**config.mk**
```make
export PLATFORM = sky130hd
export DESIGN_NAME = piso_serializer_flat
export DESIGN_NICKNAME = d
export VERILOG_FILES = /design/src/rtl/piso_pkg.sv /design/src/rtl/piso_serializer_if.sv /design/src/rtl/piso_bit_cnt.sv /design/src/rtl/piso_serializer.sv /design/src/flat_wrapper.sv
export SDC_FILE = /design/constraint.sdc
export NUM_CORES = 1
export LEC_CHECK = 0
export CAP_MARGIN = 25
export CORE_MARGIN = 2
export CORE_UTILIZATION = 25
export DETAILED_ROUTE_END_ITERATION = 12
export HOLD_SLACK_MARGIN = 0.06
export PLACE_DENSITY = 0.52
export SKIP_LAST_GASP = 1
export SLEW_MARGIN = 20
export SYNTH_ARGS = -nofsm -noshare
export SYNTH_HDL_FRONTEND = slang
export SYNTH_HIERARCHICAL = 1
export SYNTH_SLANG_ARGS = --single-unit
```
**constraint.sdc**
```tcl
create_clock -name clk -period 1.9 [get_ports clk]
set_input_delay 0.475 -clock clk [delete_from_list [all_inputs] [get_ports clk]]
set_output_delay 0.475 -clock clk [all_outputs]
set_load 0.005 [all_outputs]
```
**src/rtl/piso_pkg.sv**
```systemverilog
// piso_pkg: shared frame-state type and bit-order constants for the PISO serializer.
package piso_pkg;

  typedef enum logic [1:0] {
    IDLE   = 2'd0,
    SHIFT  = 2'd1,
    PARITY = 2'd2
  } state_e;

  localparam logic MSB_FIRST = 1'b0;
  localparam logic LSB_FIRST = 1'b1;

endpackage

```
**src/rtl/piso_serializer_if.sv**
```systemverilog
// piso_serializer_if: parallel load handshake plus framed serial output of the PISO serializer.
interface piso_serializer_if #(
  parameter int unsigned WIDTH = 8
);
  logic             p_valid;
  logic             p_ready;
  logic [WIDTH-1:0] p_data;
  logic             lsb_first;
  logic             shift_en;
  logic             s_data;
  logic             s_valid;
  logic             s_last;
  logic             busy;

  modport master (
    output p_valid, p_data, lsb_first, shift_en,
    input  p_ready, s_data, s_valid, s_last, busy
  );

  modport slave (
    input  p_valid, p_data, lsb_first, shift_en,
    output p_ready, s_data, s_valid, s_last, busy
  );
endinterface

```
**src/rtl/piso_bit_cnt.sv**
```systemverilog
// piso_bit_cnt: frame bit counter with clear, enable and a terminal flag on the last data bit.
module piso_bit_cnt #(
  parameter int unsigned WIDTH = 8
) (
  input  logic clk,
  input  logic rst,
  input  logic clr,
  input  logic en,
  output logic tc
);
  localparam int unsigned CNT_W = $clog2(WIDTH + 1);

  logic [CNT_W-1:0] cnt;

  // Saturates at WIDTH so the count never wraps inside a frame.
  always_ff @(posedge clk or posedge rst) begin
    if (rst) begin
      cnt <= '0;
    end else if (clr) begin
      cnt <= '0;
    end else if (en && (cnt != CNT_W'(WIDTH))) begin
      cnt <= cnt + CNT_W'(1);
    end
  end

  assign tc = (cnt == CNT_W'(WIDTH - 1));
endmodule

```
**src/rtl/piso_serializer.sv**
```systemverilog
// piso_serializer: WIDTH-bit parallel-in serial-out serializer with zero-gap word streaming.
// Define PISO_PARITY_EN to append an even-parity bit (carrying s_last) to every frame.
module piso_serializer
  import piso_pkg::*;
#(
  parameter int unsigned WIDTH = 8
) (
  input logic             clk,
  input logic             rst,
  piso_serializer_if.slave bus
);
  state_e           state, state_nxt;
  logic [WIDTH-1:0] shreg;
  logic             order;
  logic             tc;
  logic             accept;
  logic             last_take;
  logic             ready_c;
  logic             cnt_en;
  logic             s_data_c;
  logic             s_valid_c;
  logic             s_last_c;
`ifdef PISO_PARITY_EN
  logic             par;
`endif

  always_ff @(posedge clk or posedge rst) begin
    if (rst) state <= IDLE;
    else     state <= state_nxt;
  end

  // Next state, load handshake and serial output decode.
  always_comb begin
    state_nxt = state;
    ready_c   = 1'b0;
    last_take = 1'b0;
    accept    = 1'b0;
    s_data_c  = 1'b0;
    s_valid_c = 1'b0;
    s_last_c  = 1'b0;
    case (state)
      IDLE: ready_c = 1'b1;
      SHIFT: begin
        s_valid_c = 1'b1;
        s_data_c  = (order == LSB_FIRST) ? shreg[0] : shreg[WIDTH-1];
`ifdef PISO_PARITY_EN
        if (tc && bus.shift_en) state_nxt = PARITY;
`else
        s_last_c = tc;
        if (tc && bus.shift_en) begin
          ready_c   = 1'b1;
          last_take = 1'b1;
        end
`endif
      end
`ifdef PISO_PARITY_EN
      PARITY: begin
        s_valid_c = 1'b1;
        s_data_c  = par;
        s_last_c  = 1'b1;
        if (bus.shift_en) begin
          ready_c   = 1'b1;
          last_take = 1'b1;
        end
      end
`endif
      default: state_nxt = IDLE;
    endcase
    if (rst) ready_c = 1'b0;
    accept = ready_c && bus.p_valid;
    if (accept)         state_nxt = SHIFT;
    else if (last_take) state_nxt = IDLE;
  end

  assign cnt_en = (state == SHIFT) && bus.shift_en;

  // Shift toward whichever end is being presented, zero-filling behind.
  always_ff @(posedge clk or posedge rst) begin
    if (rst) begin
      shreg <= '0;
      order <= MSB_FIRST;
    end else if (accept) begin
      shreg <= bus.p_data;
      order <= bus.lsb_first;
    end else if (cnt_en) begin
      shreg <= (order == LSB_FIRST) ? (shreg >> 1) : (shreg << 1);
    end
  end

`ifdef PISO_PARITY_EN
  always_ff @(posedge clk or posedge rst) begin
    if (rst)         par <= 1'b0;
    else if (accept) par <= ^bus.p_data;
  end
`endif

  piso_bit_cnt #(.WIDTH(WIDTH)) u_bit_cnt (
    .clk (clk),
    .rst (rst),
    .clr (accept),
    .en  (cnt_en),
    .tc  (tc)
  );

  assign bus.p_ready = ready_c;
  assign bus.s_data  = s_data_c;
  assign bus.s_valid = s_valid_c;
  assign bus.s_last  = s_last_c;
  assign bus.busy    = (state != IDLE);
endmodule

```
**src/flat_wrapper.sv**
```systemverilog
// flat-port wrapper written by rule: the top's interface ports become plain ports
module piso_serializer_flat import piso_pkg::*;
#(
  parameter int unsigned WIDTH = 8
)
  (clk, rst, bus_p_valid, bus_p_data, bus_lsb_first, bus_shift_en, bus_p_ready, bus_s_data, bus_s_valid, bus_s_last, bus_busy);
  piso_serializer_if #(.WIDTH(WIDTH)) bus_i ();
  input logic clk;
  input logic rst;
  input wire logic [$bits(bus_i.p_valid)-1:0] bus_p_valid;
  input wire logic [$bits(bus_i.p_data)-1:0] bus_p_data;
  input wire logic [$bits(bus_i.lsb_first)-1:0] bus_lsb_first;
  input wire logic [$bits(bus_i.shift_en)-1:0] bus_shift_en;
  output wire logic [$bits(bus_i.p_ready)-1:0] bus_p_ready;
  output wire logic [$bits(bus_i.s_data)-1:0] bus_s_data;
  output wire logic [$bits(bus_i.s_valid)-1:0] bus_s_valid;
  output wire logic [$bits(bus_i.s_last)-1:0] bus_s_last;
  output wire logic [$bits(bus_i.busy)-1:0] bus_busy;
  assign bus_i.p_valid = bus_p_valid;
  assign bus_i.p_data = bus_p_data;
  assign bus_i.lsb_first = bus_lsb_first;
  assign bus_i.shift_en = bus_shift_en;
  assign bus_p_ready = bus_i.p_ready;
  assign bus_s_data = bus_i.s_data;
  assign bus_s_valid = bus_i.s_valid;
  assign bus_s_last = bus_i.s_last;
  assign bus_busy = bus_i.busy;
  piso_serializer #(.WIDTH(WIDTH)) u_core (.clk(clk), .rst(rst), .bus(bus_i));
endmodule
```
=== Yosys cells after proc, flatten, opt, wreduce, memory -nomap -nowiden ===
Index checks and enable logic that the tools add are counted.
Widths: inputs -> output; s select.

* Register bits: 15
* Input bits: 13
* Output and inout bits: 5
* Word-level logic and storage cells: 34

* Add/subtract/negate cells: 1
* Equality and inequality tests: 4
* Muxes and demuxes: 16
* Reductions and logical operators: 9

{| class="wikitable"
|+ Operators by type and width
! operator !! number
|-
| $mux 8 || 3
|-
| $mux 4 || 2
|-
| $mux 1 || 7
|-
| $mux 2 || 3
|-
| $reduce_bool 2->1 || 3
|-
| $add 4x1->4 const B || 1
|-
| $eq 4x3->1 const B || 1
|-
| $logic_and 1x1->1 || 4
|-
| $ne 4x4->1 const B || 1
|-
| $ne 3x1->1 const B || 1
|-
| $eq 2x1->1 const B || 1
|-
| $logic_not 2->1 || 1
|-
| $pmux 1 s2 || 1
|-
| $reduce_or 2->1 || 1
|}

=== Depth between registers and ports, before layout ===
Gate-level depths: netlist of run 1.

* Depth in word-level cells: 7
* Depth in mapped cells: 7

=== By module ===
The synthesis of run 1 kept the hierarchy.

{| class="wikitable"
|+ By module, submodules not included
! module !! times used !! cells an instance !! area each (sq um) !! seq. area each (sq um)
|-
| piso_serializer || 1 || 58 || 658.1 || 250.2
|-
| piso_bit_cnt || 1 || 25 || 242.7 || 100.1
|}

=== Worst setup path after synthesis of run 1 ===
No wires, ideal clock.

* Kind: register -> register
* Start point: register u_core.u_bit_cnt.cnt[0]
* End point: register u_core.order
* Library setup time: 125 ps
* Arrival time: 1483 ps
* Path slack: 292 ps
* Cell stages (with the launch flop): 7
* Period minus slack after synthesis: 1608 ps
* Cells stage by stage: dfrtp_1 > ha_1 > and3b_2 > a21boi_4 > nor3b_4 > buf_6 > mux2_4

* Longest elaborated chain between the ends: 6

{| class="wikitable"
|+ Ends and longest elaborated chain
! element !! RTL line !! text
|-
| start: declaration || piso_bit_cnt.sv:13 || <nowiki>logic [CNT_W-1:0] cnt;</nowiki>
|-
| start signal: assignment || piso_bit_cnt.sv:22 || <nowiki>cnt <= cnt + CNT_W'(1);</nowiki>
|-
| $eq 4x3->1 || piso_bit_cnt.sv:26 || <nowiki>assign tc = (cnt == CNT_W'(WIDTH - 1));</nowiki>
|-
| named net u_core.tc || piso_serializer.sv:15 || <nowiki>logic tc;</nowiki>
|-
| $logic_and 1x1->1 || piso_serializer.sv:50 || <nowiki>if (tc && bus.shift_en) begin</nowiki>
|-
| $mux 1 || piso_serializer.sv:50 ||
|-
| $pmux 1 s2 || piso_serializer.sv:41 || <nowiki>case (state)</nowiki>
|-
| $mux 1 || piso_serializer.sv:69 || <nowiki>if (rst) ready_c = 1'b0;</nowiki>
|-
| $logic_and 1x1->1 || piso_serializer.sv:70 || <nowiki>accept = ready_c && bus.p_valid;</nowiki>
|-
| named net u_core.accept || piso_serializer.sv:16 || <nowiki>logic accept;</nowiki>
|-
| end signal: assignment || piso_serializer.sv:84 || <nowiki>order <= bus.lsb_first;</nowiki>
|-
| end: declaration || piso_serializer.sv:14 || <nowiki>logic order;</nowiki>
|}

The timed path passes the listed nets, and every way through them passes these cells.
A chain may end at the register's enable or synchronous reset.

=== Final worst setup path of run 1 ===
* Start point: register u_core.u_bit_cnt.cnt[0]
* End point: output port bus_p_ready

* Longest elaborated chain between the ends: 5

{| class="wikitable"
|+ Ends and longest elaborated chain
! element !! RTL line !! text
|-
| $eq 4x3->1 || piso_bit_cnt.sv:26 ||
|-
| named net u_core.tc || piso_serializer.sv:15 ||
|-
| $logic_and 1x1->1 || piso_serializer.sv:50 ||
|-
| $mux 1 || piso_serializer.sv:50 ||
|-
| $pmux 1 s2 || piso_serializer.sv:41 ||
|-
| $mux 1 || piso_serializer.sv:69 ||
|-
| end: declaration || flat_wrapper.sv:14 || <nowiki>output wire logic [$bits(bus_i.p_ready)-1:0] bus_p_ready;</nowiki>
|}

The timed path passes the listed nets, and every way through them passes these cells.

==> results of run 1 <==
## kinds of logic (layout without fill, tap and decap cells)
family          after synthesis  in the layout
simple gates                 19             19
mux                          18             18
compound gates               17             17
flops                        14             14
buf+inv                      12             42
fa+ha+maj                     2              2
xor+xnor                      1              1
## how the worst max path moves through the flow
stage	start	end	slack, ps
CTS	u_core/u_bit_cnt/cnt[1]$_DFFE_PP0P_	bus_p_ready	30
detailed placement	bus_shift_en	bus_p_ready	-240
global placement	bus_shift_en	bus_p_ready	-230
finish	u_core/u_bit_cnt/cnt[0]$_DFFE_PP0P_	bus_p_ready	40
global route	u_core/u_bit_cnt/cnt[0]$_DFFE_PP0P_	bus_p_ready	-30
floorplan	u_core/u_bit_cnt/cnt[0]$_DFFE_PP0P_	u_core/order$_DFFE_PP0P_	290
## what timing repair did
| item | CTS | global route |
|---|---|---|
| buffers inserted | 0 | 2 |
| endpoints found under the setup margin | 3 | 1 |
| gates resized for setup | 11 | 0 |
| hold endpoints to repair | 0 | 0 |
| pin swaps | 3 | 1 |
## through the flow
stage / hold WS (ps) / std cells / total power [W] / util / setup WS [ps]
after detailed placement: 560 / 153 / 0.00146 / 0.349 / -237
final: 542 / 159 / 0.00168 / 0.362 / 44.6
after floorplan: 241 / 83 / 0.00116 / - / 292
after CTS: 540 / 157 / 0.00167 / 0.357 / 27.6
after global placement: 554 / 153 / 0.00144 / 0.349 / -230
after global routing: 583 / 159 / 0.00183 / 0.362 / -34.2
## cells in the final DEF (no fill, tap or decap), types with 2 or more instances in the layout
| master | count |
|---|---|
| o21ai_0 | 2 |
| mux2i_1 | 8 |
| nor2_1 | 4 |
| buf_4 | 15 |
| dfrtp_1 | 13 |
| mux2_4 | 9 |
| clkbuf_4 | 3 |
| buf_2 | 2 |
| a21oi_1 | 13 |
| nand4_1 | 2 |
| nand2b_1 | 2 |
| nand2_1 | 3 |
| and2_1 | 2 |
| inv_1 | 6 |
| clkdlybuf4s50_1 | 14 |
## flip-flops by register name (all words and copies together), names as in the netlist
name	cells
u_core/state	1
u_core/order	1
u_core/shreg	8
u_core/u_bit_cnt/cnt	4
## power groups by stage
stage,sequential (W),combinational (W),clock [W]
after floorplan,0.000528,0.000636,0
after global placement,0.000559,0.000885,0
after detailed placement,0.000559,0.000903,0
after CTS,0.000556,0.000887,0.000229
after global routing,0.000579,0.00101,0.000242
final,0.000553,0.000905,0.000220
## routing by layer
metal / GRT usage / share of wire / up-vias
met3: 0.0423 / 0.058 / 2
met1: 0.127 / 0.46 / 320
met2: 0.163 / 0.48 / 15
met4: 0.0163 / 0.0039 / 0
li1: - / - / 346
met5: 0 / 0 / -
## cell type report
class | instances | area, um^2
tap | 46 | 57.6
clock buffer | 4 | 36.3
timing repair buffer | 32 | 272
fill | 352 | 2160
sequential | 14 | 352
inverter | 6 | 22.5
multi-input combinational | 57 | 487
## worst max-delay path, stage by stage, from the launching register on
cell and delay, ps:
dfrtp_1 390, ha_2 190, and3b_2 220, a21boi_4 130, nor2_1 60, buf_2 120
==> flow_summary_export.csv, run 1 <==
group,metric,value,unit
yosys,synth_compound_area_frac,0.113,
global_route,overflow,0,
yosys,async_flop_share,1.00,
cts,clock_latency,280,ps
power_and_ir_drop,pwr-share-seq,0.330,
yosys,synth_mux_area_frac,0.251,
power_and_ir_drop,intPower,0.00112,W
floorplanning,dieArea,4100,um^2
detailed_routing,drtIter0Drc,20,
power_and_ir_drop,clockPowerShare,0.131,
power_and_ir_drop,combPwrFrac,0.539,
timing,drv_slew,0,
detailed_routing,drc,0,
final_layout,final_area,1230,um^2
power_and_ir_drop,switching_share,0.331,
yosys,synthAdderAreaFrac,0.0278,
cts,cts_sinks,14,
floorplanning,ios,18,
yosys,synth_top_area_frac,0.389,
timing,finalSetupViolCount,0,
detailed_routing,firstDrtPassIters,4,
detailed_routing,vias_per_cell,4.30,
critical_path,end_kind,"primary output",
timing,period_minus_slack,1860,ps
critical_path,cp.arrival,1380,ps
yosys,postSynthCellCount,83,
detailed_routing,ant_nets,0,
yosys,yosysWarningCount,6,
place,portBuffers,17,
critical_path,reg2reg_from,"u_core/u_bit_cnt/cnt[1]$_DFFE_PP0P_",
floorplanning,initial_utilization,0.266,
global_route,grt_max_degree,11,
cts,cts_buffers,3,
cts,h-tree-depth,1,
yosys,avgSynthCellArea,10.9,um^2
global_route,antenna_found_initial,0,
yosys,seq_area_frac_synth,0.389,
timing,tightest_slew,425,ps
yosys,ys_ff_latch,14,
power_and_ir_drop,p_per_area,1370,nW/um^2
floorplanning,core_area,3390,um^2
detailed_routing,wl_per_cell,11.3,um
power_and_ir_drop,p_leak,0.565,nW
cts,cts_root_buffer,"clkbuf_4",
yosys,synthesis.area,901,um^2
job,maxCapViolations,0,
yosys,synth-main-ff-cell,"dfrtp_1",
critical_path,cp_max_fo,2,
critical_path,reg2reg_depth,8,
cts,cts_buffer_depth,2,
place,routabilityCongestion,0.769,
yosys,synth.distinct_cells,26,
global_route,grt_pass1_wl,3.26,mm
timing,rsz0062_at_grt,"true",
run_status,status,"finished clean",
cts,cts_tree,"yes",
final_layout,syn_to_final_growth,36.1,%
detailed_routing,drt-total-wl,1.79,mm
yosys,synth.top_cells.by_count,"14 x dfrtp_1, 13 x a21oi_1, 9 x mux2_4",
min_path,hold_path.class,"in -> async",
power_and_ir_drop,max-vdd-ir-drop,690,uV
timing,max_slew_margin,0.717,
yosys,ys_top_cells_by_area,"dfrtp_1 39%, mux2_4 15%, mux2i_1 8.9%",
timing,hold_viol_final,0,
detailed_routing,via_count,683,
global_route,grt_pass1_vias,706,
yosys,yosysMostFrequentCell,"dfrtp_1",
final_layout,nets,129,
final_layout,drive_above_1_share,0.319,
floorplanning,dieWidth,64.0,um
timing,fmaxAchievable,0.539,GHz
critical_path,startpoint_type,"register",
yosys,synth-simple-area-share,0.136,
critical_path,critical_path_class,"reg -> out",
place,dpl.hpwl,1.38,mm
critical_path,worstReg2RegEnd,"u_core/u_bit_cnt/cnt[0]$_DFFE_PP0P_",
yosys,syn-num-nets,98,
cts,cts_hold_buf,0,
global_route,grt_usage,0.101,
place,place_area,1180,um^2
floorplanning,fp-row-count,21,
critical_path,worstPathRequired,1420,ps
yosys,synth_top_family_by_area,"multiplexers",
floorplanning,dieHeight,64.0,um
timing,skew,9.28,ps
yosys,synth_edf_count,0,
yosys,yosysTopAreaCell,"dfrtp_1",
timing,final.period_utilization,0.977,
critical_path,r2r_slack,130,ps
cts,clk_pin_slew_worst_paths,80,ps
final_layout,diodes,0,
timing,fin_tns_setup,0,ps
power_and_ir_drop,power.switching,0.000556,W
yosys,synthXorXnorAreaFrac,0.00972,
Power figures use the tool's default switching activity.
==> inputs of run 2 (changes only) <==
- GPL_ROUTABILITY_DRIVEN: not set -> 0
==> results of run 2 <==
No change in the layout: final DEF, timing and power equal those of run 1.
==> inputs of run 3 (changes only) <==
- CAP_MARGIN: 25 -> 20
==> results of run 3 <==
No change in the layout: final DEF, timing and power equal those of run 1.
==> RTL edit 1, RTL diff (config.mk and constraints of run 3) <==
Change the package constant `MSB_FIRST` from 1'b0 to 1'b1.
--- a/src/rtl/piso_pkg.sv
+++ b/src/rtl/piso_pkg.sv
@@ -7,7 +7,7 @@
     PARITY = 2'd2
   } state_e;
 
-  localparam logic MSB_FIRST = 1'b0;
+  localparam logic MSB_FIRST = 1'b1;
   localparam logic LSB_FIRST = 1'b1;
 
 endpackage
Formal check against the unedited RTL: no difference found for any inputs over 10 cycles, from zero or initial values and one cycle with rst high; that may be too few to reach the edited logic, so the function may still have changed.
==> RTL edit 1 against run 3 <==
The run now ends with setup timing left; power shrank 3.5%; sequential share of layout area grew 0.66 points; non-clock buffer count shrank 4; routed wire length grew 3.5%; sequential cell count is the same; area after synthesis grew 0.14%; setup slack lost 82 ps; design area shrank 2.2%; largest power group unchanged.
==> RTL edit 1: results (changes against run 3) <==
----------------------------------------------------
[Status]
  Result of the run ... complete, but fails checks
  Violated checks ... setup timing

[Global route]
  GR Layer Usage met1 ... 0.129 (+0.00247)
  Vias in the first global route ... 657 (-6.9%)
  Total routing resource utilization after global routing ... 0.0955 (-0.00513)
  Global-route wire length before repair ... 3.02 mm (-7.2%)
  M2 GR Usage ... 0.142 (-0.0208)
  Antenna violations before repair ... 0 (unchanged)
  Grt met3 use ... 0.0423 (unchanged)
  Pin count of the biggest net entering global routing ... 16 (+5)

[Worst setup path]
  Arrival @ worst endpoint ... 1460 ps (+80 ps)
  Highest net fanout along the worst path ... 3 (+1)
  Worst reg2reg startpoint ... u_core/u_bit_cnt/cnt[1]
  Critical register-to-register path endpoint ... u_core/shreg[4]
  Reg-to-reg setup timing slack ... 210 ps (+80 ps)
  Worst R2R Path Depth ... 6 (-2)
  Type of the setup path with the least slack ... flop to output port

[STA]
  Total negative slack ... -37.1 ps (-37.1 ps)
  Clock Skew ... 5.42 ps (-3.86 ps)
  Setup violators final ... 1 (+1)
  Slew margin rel. ... 0.730 (+0.0130)
  Final critical-path setup slack ... -37.1 ps (-81.8 ps)

[Logic synthesis]
  Leading cell types by total area after synthesis ... sky130_fd_sc_hd__dfrtp_1 36%, sky130_fd_sc_hd__mux2_4 15%, sky130_fd_sc_hd__mux2i_1 8.9%
  Synth cell count leaders ... 13 x sky130_fd_sc_hd__a21oi_1, 13 x sky130_fd_sc_hd__dfrtp_1, 9 x sky130_fd_sc_hd__mux2_4
  Number of distinct library cells after synthesis ... 27 (+3.8%)
  Gate count after technology mapping ... 83 (unchanged)
  Register area share after synthesis ... 0.390 (+0.000848)
  Yosys synthesis warning count ... 6 (unchanged)
  Share of synthesized flip-flops with an asynchronous set or reset ... 1.00 (unchanged)
  Flip-flop cell with the highest count after synthesis ... sky130_fd_sc_hd__dfrtp_1
  Net count of the mapped netlist ... 98 (unchanged)

[Finish]
  Non-filler instance count after layout ... 155 (-2.5%)
  Fraction of layout instances using a drive strength above 1 ... 0.284 (-0.0342)
  Nets@finish ... 125 (-3.1%)
  Inserted Diodes ... 0 (unchanged)
  Biggest registers after layout ... u_core/shreg (8), u_core/u_bit_cnt/cnt (4)

[Clocking]
  Number of CTS-inserted buffers ... 3 (unchanged)
  Clock input transition at the sequential cells of the worst setup and hold paths ... 90 ps
  Buffer levels on the longest clock path ... 2 (unchanged)
  Post-CTS repair timing setup buffer count ... 0 (unchanged)
  H-tree level count ... 1 (unchanged)

[Routing]
  Initial DRC Count ... 38 (+90%)
  Wire length per cell after detailed routing ... 12.0 um (+6.2%)
  Vias ... 675 (-1.2%)
  DRT Pass-1 Iters ... 5 (+1)

[Placement]
  Cell Count Post-Placement ... 151 (-1.3%)
  Post-detailed-placement half-perimeter wirelength ... 1.34 mm (-2.9%)

[Power and ir drop]
  Peak supply drop ... 536 uV (-22%)
  Lkg Pwr ... 0.000541 uW (-4.2%)

[Hold path]
  Hold WC Path Type ... input port to asynchronous set/reset pin

----------------------------------------------------
[RTL edit 1: cell types whose count changed after synthesis, sizes merged]
cell	before	now
dfrtp	14	13
dfstp	0	1
[RTL edit 1: per-stage QoR]
stage | instance area (sq um) | utilization | hold WS (ps) | power [uW] | setup WS [ps]
after floorplan | 902 | - | 241 | 1170 | 292
after global routing | 1200 | 0.354 | 561 | 1770 | -101
after global placement | 1180 | 0.348 | 554 | 1450 | -280
final | 1200 | 0.354 | 538 | 1620 | -37.1
after detailed placement | 1180 | 0.348 | 557 | 1470 | -273
after CTS | 1200 | 0.354 | 539 | 1640 | -57.3
[RTL edit 1: power breakdown]
group	switching, uW	internal (uW)
clock network	101	81.5
logic	337	541
registers	114	446
total	551	1070
[RTL edit 1: per-layer routing]
layer / vias up / share of wire
met1: 323 / 0.49
li1: 335 / -
met4: 0 / 0.0054
met2: 15 / 0.45
met5: - / 0
met3: 2 / 0.052
[RTL edit 1: timing repair]
action / CTS / global route
pin swaps: 3 / 0
resized for setup: 10 / 0
endpoints found under the hold margin: 0 / 0
setup endpoints to repair: 3 / 1
[RTL edit 1: worst max-delay path by stage]
stage,start,to,slack [ps],depth (start not counted)
finish,u_core/u_bit_cnt/cnt[1],bus_p_ready,-40,5
global route,u_core/u_bit_cnt/cnt[1],bus_p_ready,-100,5
CTS,u_core/u_bit_cnt/cnt[1],bus_p_ready,-60,5
detailed placement,bus_shift_en,bus_p_ready,-270,4
global placement,bus_shift_en,bus_p_ready,-280,4
floorplan,u_core/u_bit_cnt/cnt[0],u_core/shreg[0],290,6
[RTL edit 1: layout make-up]
type,count,area (sq um)
inverter,6,22.5
tap,46,57.6
sequential,14,352
multi-input combinational,57,487
fill,348,2190
clock buffer,4,26.3
timing repair buffer,28,254
[RTL edit 1: cells by family after synthesis]
group                      after synthesis  synth area share
AOI/OAI and AO/OA                       17             0.112
muxes                                   18             0.251
and+or+nand+nor                         19             0.136
DFF                                     14             0.390
buffers and inverters                   12            0.0735
xor gates and xnor gates                 1           0.00971
adders and majority gates                2            0.0277
[RTL edit 1: worst max-delay path, stage by stage, from the launching register on]
cell and delay, ps:
sky130_fd_sc_hd__dfrtp_1 400, sky130_fd_sc_hd__ha_2 190, sky130_fd_sc_hd__and3b_2 230, sky130_fd_sc_hd__a21boi_4 180, sky130_fd_sc_hd__nor2_1 50, sky130_fd_sc_hd__buf_2 120
==> RTL edit 2, RTL diff (flow settings as in run 3) <==
Made on the original files. The 3 states of `state_e` get a one-hot encoding in 3 bits.
--- a/src/rtl/piso_pkg.sv
+++ b/src/rtl/piso_pkg.sv
@@ -1,10 +1,10 @@
 // piso_pkg: shared frame-state type and bit-order constants for the PISO serializer.
 package piso_pkg;
 
-  typedef enum logic [1:0] {
-    IDLE   = 2'd0,
-    SHIFT  = 2'd1,
-    PARITY = 2'd2
+  typedef enum logic [2:0] {
+    IDLE   = 3'b001,
+    SHIFT  = 3'b010,
+    PARITY = 3'b100
   } state_e;
 
   localparam logic MSB_FIRST = 1'b0;
Behaviour: no difference found for any inputs over 10 cycles, from zero or initial values and one cycle with rst high; not proved beyond that.
==> RTL edit 2 against run 3 <==
Area after synthesis up 9.6%; the run now ends with setup timing left; design area up 17%; sequential cell count up 1; utilization up 2.5 points; setup slack worse by 130 ps; power up 8.6%; routed wire length up 24%; first-iteration DRC count up 95%.
==> RTL edit 2: results (changes against run 3) <==
----------------------------------------------------
[Status]
  Result of the run ... complete, but fails checks
  Violated checks ... setup timing

[Logic synthesis]
  Synth Area in XOR/XNOR ... 0.00887 (-0.000850)
  Adder-cell area share of the yosys netlist ... 0.0507 (+0.0229)
  Synthesized area divided by synthesized cell count ... 11.0 sq um (+1.1%)
  Net count of the mapped netlist ... 107 (+9.2%)
  Number of distinct library cells after synthesis ... 29 (+12%)
  Leading cell types by total area after synthesis ... sky130_fd_sc_hd__dfrtp_1 35%, sky130_fd_sc_hd__mux2_4 12%, sky130_fd_sc_hd__mux2i_1 8.1%
  Share of the synthesized area in compound gates (AO/OA/AOI/OAI) ... 0.124 (+0.0117)
  Register area share after synthesis ... 0.381 (-0.00739)

[STA]
  Tcrit/Tclk final ... 1.04 (+0.0666)
  Min Hold Slack ... 588 ps (+46.4 ps)
  Final critical-path setup slack ... -82.0 ps (-127 ps)
  Slew margin rel. ... 0.672 (-0.0443)
  Total negative slack ... -189 ps (-189 ps)
  Clock Skew ... 2.27 ps (-7.01 ps)
  Setup violators final ... 6 (+6)

[Worst setup path]
  Arrival @ worst endpoint ... 1510 ps (+130 ps)
  Highest net fanout along the worst path ... 3 (+1)
  Reg-to-reg setup timing slack ... -20 ps (-150 ps)
  Worst R2R Path Depth ... 7 (-1)
  Largest stage delay on the critical path ... 390 ps (about the same)

[Placement]
  Pre-CTS worst setup slack ... -366 ps (-128 ps)
  Post-detailed-placement half-perimeter wirelength ... 1.58 mm (+15%)
  Cell Count Post-Placement ... 168 (+9.8%)

[Finish]
  Nets@finish ... 148 (+15%)
  Number of inserted filler cells in the final layout ... 373 (+6.0%)
  Biggest registers after layout ... u_core/shreg (8), u_core/u_bit_cnt/cnt (4), u_core/state (2)

[Power and ir drop]
  Proportion of power drawn by flip-flops and latches ... 0.310 (-0.020)
  Lkg Pwr ... 0.000672 uW (+19%)
  Switch Pwr ... 612 uW (+10%)
  Peak supply drop ... 452 uV (-35%)
  Sequential power ... 566 uW (+2%)

[Clocking]
  Latest clock arrival within the worst-skew pair ... 250 ps (-30 ps)
  Clock input transition at the sequential cells of the worst setup and hold paths ... 60 ps (-20 ps)
  Root Buffer ... sky130_fd_sc_hd__clkbuf_8
  Number of CTS-inserted buffers ... 3 (unchanged)

[Global route]
  Total routing resource utilization after global routing ... 0.115 (+0.0141)
  Pin count of the biggest net entering global routing ... 15 (+4)
  Vias in the first global route ... 839 (+19%)
  Global-route wire length before repair ... 3.75 mm (+15%)

[Routing]
  Wire length per cell after detailed routing ... 12.5 um (+11%)
  DRT Pass-1 Iters ... 4 (unchanged)
  Final WL ... 2.23 mm (+24%)
  Vias ... 791 (+16%)
  Initial DRC Count ... 39 (+95%)

[Hold path]
  Hold WC Path Type ... flop to flop

[Die]
  Full die area ... 4470 sq um (+9.0%)

----------------------------------------------------
RTL edit 2: cell types whose count changed in the layout (fill, tap and decap cells not counted), sizes merged, moves of 2 or more:
cell           delta
clkdlybuf4s50     -2
a21oi             +2
ha                +2
buf               +9
dlygate4sd2       +2
inv               +3
RTL edit 2: layout make-up:
| type | count | area [sq um] | share of cell area |
|---|---|---|---|
| inverter | 9 | 33.8 | 0.0235 |
| timing repair buffer | 41 | 360 | 0.251 |
| multi-input combinational | 61 | 561 | 0.390 |
| sequential | 15 | 377 | 0.262 |
| tap | 48 | 60.1 | 0.0418 |
| clock buffer | 4 | 45.0 | 0.0314 |
RTL edit 2: repair_timing:
item | 4_1_cts | 5_1_grt
pin swaps | 5 | 0
setup endpoints to repair | 16 | 16
buffers inserted | 3 | 3
hold endpoints to repair | 0 | 0
gates resized for setup | 20 | 1
RTL edit 2: worst min-delay path, delay by kind of cell (launching register included):
| kind | cells | cell delay (ps) |
|---|---|---|
| DFF | 1 | 370 |
| buffers and inverters | 2 | 170 |
| AOI/OAI and AO/OA | 1 | 50 |
RTL edit 2: worst max path at each step:
stage	endpoint	slack [ps]	cells past startpoint
after detailed placement	bus_p_ready	-370	4
after CTS	bus_p_ready	-70	6
final	bus_p_ready	-80	5
after global routing	bus_p_ready	-120	5
after global placement	bus_p_ready	-330	4
after floorplan	u_core/u_bit_cnt/cnt[0]	30	6
RTL edit 2: routing by layer:
| metal | wire length, um | share of wire | up-vias | track usage |
|---|---|---|---|---|
| li1 | - | - | 391 | - |
| met1 | 928 | 0.42 | 385 | 0.124 |
| met2 | 1200 | 0.54 | 11 | 0.214 |
| met3 | 56 | 0.025 | 4 | 0.0152 |
| met4 | 45 | 0.020 | 0 | 0.0612 |
| met5 | 0 | 0 | - | 0 |
